## config.mk

```make
export PLATFORM = sky130hd
export DESIGN_NAME = frame_streamer_flat
export DESIGN_NICKNAME = d
export VERILOG_FILES = /design/src/rtl/frame_streamer_if.sv /design/src/rtl/frame_streamer.sv /design/src/flat_wrapper.sv
export SDC_FILE = /design/constraint.sdc
export NUM_CORES = 1
export LEC_CHECK = 0
export ABC_AREA = 0
export CAP_MARGIN = 15
export CORE_MARGIN = 2
export CORE_UTILIZATION = 30
export DETAILED_ROUTE_END_ITERATION = 7
export DONT_BUFFER_PORTS = 1
export MAX_ROUTING_LAYER = met4
export PLACE_DENSITY = 0.42
export SLEW_MARGIN = 20
export SYNTH_ARGS = -nofsm -noshare
export SYNTH_HDL_FRONTEND = slang
export SYNTH_SLANG_ARGS = --single-unit
export TNS_END_PERCENT = 100
```

## constraint.sdc

```tcl
create_clock -name clk -period 5.6 [get_ports clk]
set_clock_uncertainty 0.15 [all_clocks]
set_input_delay 0.56 -clock clk [delete_from_list [all_inputs] [get_ports clk]]
set_output_delay 0.56 -clock clk [all_outputs]
set_load 0.01 [all_outputs]
```

## src/rtl/frame_streamer_if.sv

```systemverilog
// Streaming pixel-source bus: frame control, frame-memory read port and pipeline beat outputs.
// master = the streamer; slave = the consumer/memory side.
interface frame_streamer_if #(
    parameter int ADDR_WIDTH = 19,
    parameter int PIXEL_SIZE = 24
);
    logic                  start;
    logic                  stall;
    logic                  mem_rd;
    logic [ADDR_WIDTH-1:0] mem_addr;
    logic [PIXEL_SIZE-1:0] mem_data;
    logic                  en;
    logic [15:0]           x;
    logic [15:0]           y;
    logic [PIXEL_SIZE-1:0] data;
    logic                  busy;
    logic                  done;

    modport master (
        input  start, stall, mem_data,
        output mem_rd, mem_addr, en, x, y, data, busy, done
    );

    modport slave (
        output start, stall, mem_data,
        input  mem_rd, mem_addr, en, x, y, data, busy, done
    );
endinterface

```

## src/rtl/frame_streamer.sv

```systemverilog
// Raster frame reader + zero flush beats; beat appears 2 cycles after its issue slot.
// stall blocks new slots from the next cycle on; slots already issued always complete.
module frame_streamer #(
    parameter int FRAME_WIDTH  = 640,
    parameter int FRAME_HEIGHT = 480,
    parameter int ADDR_WIDTH   = 19,
    parameter int PIXEL_SIZE   = 24,
    parameter int FLUSH_PIXELS = FRAME_WIDTH + 4
) (
    input  logic              clk,
    input  logic              reset,
    frame_streamer_if.master  bus
);
    typedef enum logic [2:0] {IDLE, STREAM, FLUSH, DRAIN, DONE} state_t;

    localparam int TOTAL = FRAME_WIDTH * FRAME_HEIGHT;
    localparam int FW    = (FLUSH_PIXELS > 1) ? $clog2(FLUSH_PIXELS) : 1;
    localparam logic [ADDR_WIDTH-1:0] LAST_ADDR  = ADDR_WIDTH'(TOTAL - 1);
    localparam logic [FW-1:0]         LAST_FLUSH = FW'((FLUSH_PIXELS > 0) ? FLUSH_PIXELS - 1 : 0);
    localparam logic [15:0]           LAST_X     = 16'(FRAME_WIDTH - 1);

    state_t      state;
    logic        slot;      // an issue slot occurs in the current cycle
    logic [FW-1:0] fl_cnt;
    logic [15:0] x_cnt;
    logic [15:0] y_cnt;
    logic        p1_vld;
    logic        p1_flush;
    logic [15:0] p1_x;
    logic [15:0] p1_y;

    always_ff @(posedge clk) begin
        if (reset) begin
            state        <= IDLE;
            slot         <= 1'b0;
            fl_cnt       <= '0;
            x_cnt        <= '0;
            y_cnt        <= '0;
            p1_vld       <= 1'b0;
            p1_flush     <= 1'b0;
            p1_x         <= '0;
            p1_y         <= '0;
            bus.mem_rd   <= 1'b0;
            bus.mem_addr <= '0;
            bus.en       <= 1'b0;
            bus.x        <= '0;
            bus.y        <= '0;
            bus.data     <= '0;
            bus.busy     <= 1'b0;
            bus.done     <= 1'b0;
        end else begin
            // Stage 1 carries the slot's coordinates while the memory read is in flight.
            p1_vld   <= slot;
            p1_flush <= (state == FLUSH);
            p1_x     <= x_cnt;
            p1_y     <= y_cnt;

            bus.en <= p1_vld;
            if (p1_vld) begin
                bus.x    <= p1_x;
                bus.y    <= p1_y;
                bus.data <= p1_flush ? PIXEL_SIZE'(0) : bus.mem_data;
            end

            if (slot) begin
                if (x_cnt == LAST_X) begin
                    x_cnt <= '0;
                    y_cnt <= y_cnt + 16'd1;
                end else begin
                    x_cnt <= x_cnt + 16'd1;
                end
            end

            case (state)
                // DONE with start still high chains straight into the next frame.
                IDLE, DONE: begin
                    bus.done <= 1'b0;
                    if (bus.start) begin
                        state        <= STREAM;
                        bus.busy     <= 1'b1;
                        slot         <= !bus.stall;
                        bus.mem_rd   <= !bus.stall;
                        bus.mem_addr <= '0;
                        fl_cnt       <= '0;
                        x_cnt        <= '0;
                        y_cnt        <= '0;
                    end else begin
                        state <= IDLE;
                    end
                end
                STREAM: begin
                    if (slot && bus.mem_addr == LAST_ADDR) begin
                        bus.mem_rd <= 1'b0;
                        if (FLUSH_PIXELS == 0) begin
                            state <= DRAIN;
                            slot  <= 1'b0;
                        end else begin
                            state <= FLUSH;
                            slot  <= !bus.stall;
                        end
                    end else begin
                        if (slot)
                            bus.mem_addr <= bus.mem_addr + 1'b1;
                        slot       <= !bus.stall;
                        bus.mem_rd <= !bus.stall;
                    end
                end
                FLUSH: begin
                    if (slot && fl_cnt == LAST_FLUSH) begin
                        state <= DRAIN;
                        slot  <= 1'b0;
                    end else begin
                        if (slot)
                            fl_cnt <= fl_cnt + 1'b1;
                        slot <= !bus.stall;
                    end
                end
                DRAIN: begin
                    // The final beat sits in the output register now; done follows it.
                    if (!p1_vld) begin
                        state    <= DONE;
                        bus.busy <= 1'b0;
                        bus.done <= 1'b1;
                    end
                end
                default: state <= IDLE;
            endcase
        end
    end
endmodule

```

## src/flat_wrapper.sv

```systemverilog
// flat-port wrapper written by rule: the top's interface ports become plain ports
module frame_streamer_flat 
#(
    parameter int FRAME_WIDTH  = 640,
    parameter int FRAME_HEIGHT = 480,
    parameter int ADDR_WIDTH   = 19,
    parameter int PIXEL_SIZE   = 24,
    parameter int FLUSH_PIXELS = FRAME_WIDTH + 4
)
  (clk, reset, bus_start, bus_stall, bus_mem_data, bus_mem_rd, bus_mem_addr, bus_en, bus_x, bus_y, bus_data, bus_busy, bus_done);
  frame_streamer_if #(.ADDR_WIDTH(ADDR_WIDTH), .PIXEL_SIZE(PIXEL_SIZE)) bus_i ();
  input  logic clk;
  input  logic reset;
  input wire logic [$bits(bus_i.start)-1:0] bus_start;
  input wire logic [$bits(bus_i.stall)-1:0] bus_stall;
  input wire logic [$bits(bus_i.mem_data)-1:0] bus_mem_data;
  output wire logic [$bits(bus_i.mem_rd)-1:0] bus_mem_rd;
  output wire logic [$bits(bus_i.mem_addr)-1:0] bus_mem_addr;
  output wire logic [$bits(bus_i.en)-1:0] bus_en;
  output wire logic [$bits(bus_i.x)-1:0] bus_x;
  output wire logic [$bits(bus_i.y)-1:0] bus_y;
  output wire logic [$bits(bus_i.data)-1:0] bus_data;
  output wire logic [$bits(bus_i.busy)-1:0] bus_busy;
  output wire logic [$bits(bus_i.done)-1:0] bus_done;
  assign bus_i.start = bus_start;
  assign bus_i.stall = bus_stall;
  assign bus_i.mem_data = bus_mem_data;
  assign bus_mem_rd = bus_i.mem_rd;
  assign bus_mem_addr = bus_i.mem_addr;
  assign bus_en = bus_i.en;
  assign bus_x = bus_i.x;
  assign bus_y = bus_i.y;
  assign bus_data = bus_i.data;
  assign bus_busy = bus_i.busy;
  assign bus_done = bus_i.done;
  frame_streamer #(.FRAME_WIDTH(FRAME_WIDTH), .FRAME_HEIGHT(FRAME_HEIGHT), .ADDR_WIDTH(ADDR_WIDTH), .PIXEL_SIZE(PIXEL_SIZE), .FLUSH_PIXELS(FLUSH_PIXELS)) u_core (.clk(clk), .reset(reset), .bus(bus_i));
endmodule
```

==> summary.md <==
| Metric | Value |
|---|---|
| Synth Warn # | 0 |
| CP Capture Type | flop |
| Wire per inst | 14.5 µm |
| Vias in the first global route | 4282 |
| # diodes | 0 |
| RR Startpoint | u_core.p1_vld |
| Synth top area cells | dfxtp_1 (52%), nor2_1 (7.5%), mux2i_1 (5.4%) |
| Detail Placement HPWL | 8800 µm |
| DR iter-0 viols | 226 |
| Vias per cell | 4.76 |
| Antenna-violating nets left | 0 |
| Power Density | 337 nW/µm² |
| H-tree depth | 4 |
| CTS tree | done |
| Number of port buffers | 0 |
| Area grow syn2layout | 13.1% |
| # Post-CTS Setup Buffers | 0 |
| Post-synth EDFFs | 0 |
| Residual DRC | 0 |
| RSZ-0062 raised after global routing | false |
| Sequential fraction of the synthesis area | 52.5% |
| Fin nets | 667 |
| TritonRoute pass-1 iters | 4 |
| Global-route usage over all layers | 13.0% |
| Worst Hold Class | in -> reg |
| Post-CTS Hold Fix Bufs | 0 |
| Die Y | 146 µm |
| Post-synth top cells | dfxtp_1 (159), nor2_1 (122), nand2_1 (35) |
| Core area | 20000 µm² |
| Top-Level Pins | 107 |
| CTS max path bufs | 2 |
| Status | finished clean |
| Crit-path max FO | 36 |
| Most common cell in the netlist | dfxtp_1 |
| Worst path required time | 5810 ps |
| Seq cells post-synth | 159 |
| Syn Nets | 677 |
| Hold Vio Cnt, Final | 0 |
| Yosys cell types | 47 |
| Row cnt | 52 |
| TritonCTS Buffers | 17 |
| Pleak | 0.00231 µW |
| Worst-Skew Late Latency | 430 ps |
| Initial Utilization | 30.3% |
| Fin crit share | 55.4% |
| Predominant post-synthesis flop cell | dfxtp_1 |
| Final Max Slew Viols | 0 |
| CTS sink count | 159 |
| Post-synth top area cell | dfxtp_1 |
| Async set-reset flop share out of synthesis | 0% |
| Max Fclk | 0.323 GHz |
| Max Cap Viol | 0 |
| Cts repair resizes | 0 |
| Worst-path clk slew | 60 ps |
| Hold Crit Start | reset |
| Top-area cell type share of the netlist area | 52.5% |
| Final GP Congestion | 0.784 |
| Final worst path period need | 3100 ps |
| First-pass GRT wire length | 21900 µm |
| Setup crit start | u_core.p1_vld |
| Overall power | 2320 µW |
| Avg Cell Area, Syn | 9.41 µm² |
| Setup TNS | 0 ps |
| Slew @ Worst Pin | 985 ps |
| Final WL | 13300 µm |
| Rel. slew slack | 33.4% |
| Layout cells sized above 1 | 6.64% |
| Mapped Cells | 645 |
| Clk root buf | clkbuf_16 |
| Worst Setup Start Kind | flop |
| Final setup fails | 0 |
| Remaining Overflow, GRT | 0 |
| Worst IR drop on VDD | 0.000198 V |
| Vias | 4371 |
| Synthesized area | 6070 µm² |
| Die width | 146 µm |
| WS Path Type | reg -> reg |
| FILL cells | 2098 |
| WP data arrival | 3310 ps |
| Initial antenna violation count | 0 |
| Die Area | 21400 µm² |
| Largest net degree at the start of global routing | 106 |
[area by class of cell]
type,instances,area [µm²],area share (%)
well taps,270,338,4.92
repair buffers,5,37.5,0.547
inverters,9,33.8,0.492
flip-flops and latches,159,3190,46.4
clock buffers,19,443,6.45
clock inverters,13,114,1.66
multi-input cells,443,2710,39.5
[registers in the layout (all words and copies together) (netlist names)]
register,count
u_core.bus.data,24
u_core.bus.mem_addr,19
u_core.bus.x,16
u_core.bus.y,16
u_core.p1_x,16
u_core.p1_y,16
u_core.x_cnt,16
u_core.y_cnt,16
u_core.fl_cnt,10
u_core.state,3
u_core.bus.busy,1
u_core.bus.done,1
u_core.bus.en,1
u_core.bus.mem_rd,1
u_core.p1_flush,1
u_core.p1_vld,1
u_core.slot,1
[cell families (layout without fill, tap and decap cells)]
group,after synthesis,in the layout,share of synthesized area (%)
AND/OR/NAND/NOR,287,287,23.6
flip-flops,159,159,52.5
AO/OA/AOI/OAI,70,70,7.63
XOR/XNOR,48,48,6.93
buffers and inverters,43,46,2.89
multiplexers,34,34,5.63
adder cells (fa/ha/maj),4,4,0.825
[per-layer routing]
| metal | share of wire (%) | vias to the layer above | GRT usage, % | wire length (µm) |
|---|---|---|---|---|
| met3 | 6.2 | 24 | 5.34 | 826 |
| met1 | 47 | 2072 | 15.6 | 6260 |
| met2 | 45 | 76 | 19.5 | 5920 |
| met4 | 1.9 | 0 | 5.29 | 258 |
| met5 | 0 | - | - | 0 |
| li1 | - | 2199 | - | - |
[path summary, 6_finish.rpt]
kind | end | slack, ps | cells past startpoint
max reg2reg | u_core.bus.data[20] | 2500 | 4
max | u_core.bus.data[20] | 2500 | 4
min reg2reg | u_core.bus.y[15] | 320 | 2
min | u_core.bus.x[6] | 60 | 1
[placed cells by master, fill, tap and decap left out, types with 2 or more instances in the layout]
master,synthesis,layout
a22oi_1,23,23
o211ai_1,2,2
nand4_1,13,13
or4b_1,2,2
nor4bb_1,4,4
clkbuf_16,0,17
ha_1,4,4
nand3_1,19,19
clkinv_4,0,3
nor2_1,122,121
inv_6,0,2
xor2_1,24,24
nor4_1,12,12
nor2b_1,30,30
a21oi_1,22,22
clkinvlp_4,0,2
buf_4,0,5
xnor2_1,24,24
mux2i_1,33,33
dfxtp_1,159,158
nand3b_1,4,4
a211oi_1,8,8
o21ai_0,5,5
and4_1,9,9
nand2b_1,4,4
nand2_1,35,35
inv_1,8,8
o2111ai_1,2,2
clkinv_2,0,5
and3_1,10,10
or3_1,5,5
nor3_1,11,11
[power breakdown]
part	internal, µW	switching, µW	leakage (µW)
Sequential	1140	22.3	0.00128
Clock	623	476	0.000273
Combinational	22.3	30.4	0.000756
[per-stage QoR]
step / utilization, % / instance area, µm² / hold slack [ps] / cells / setup slack (ps)
floorplan: - / 6070 / 290 / 645 / 3500
global placement: 31.5 / 6300 / 301 / 886 / 1760
detailed placement: 31.5 / 6310 / 307 / 886 / 1970
CTS: 34.2 / 6860 / 36.6 / 918 / 1960
global route: 34.3 / 6870 / 33.7 / 918 / 2270
finish: 34.3 / 6870 / 60.1 / 918 / 2500
[worst max-delay path: stages, from the launching register on]
cell      delay (ps)
dfxtp_4          750
clkinv_1         820
nor2_2          1000
a22oi_1          150
nor2_1           140
Power figures use the tool's default switching activity.
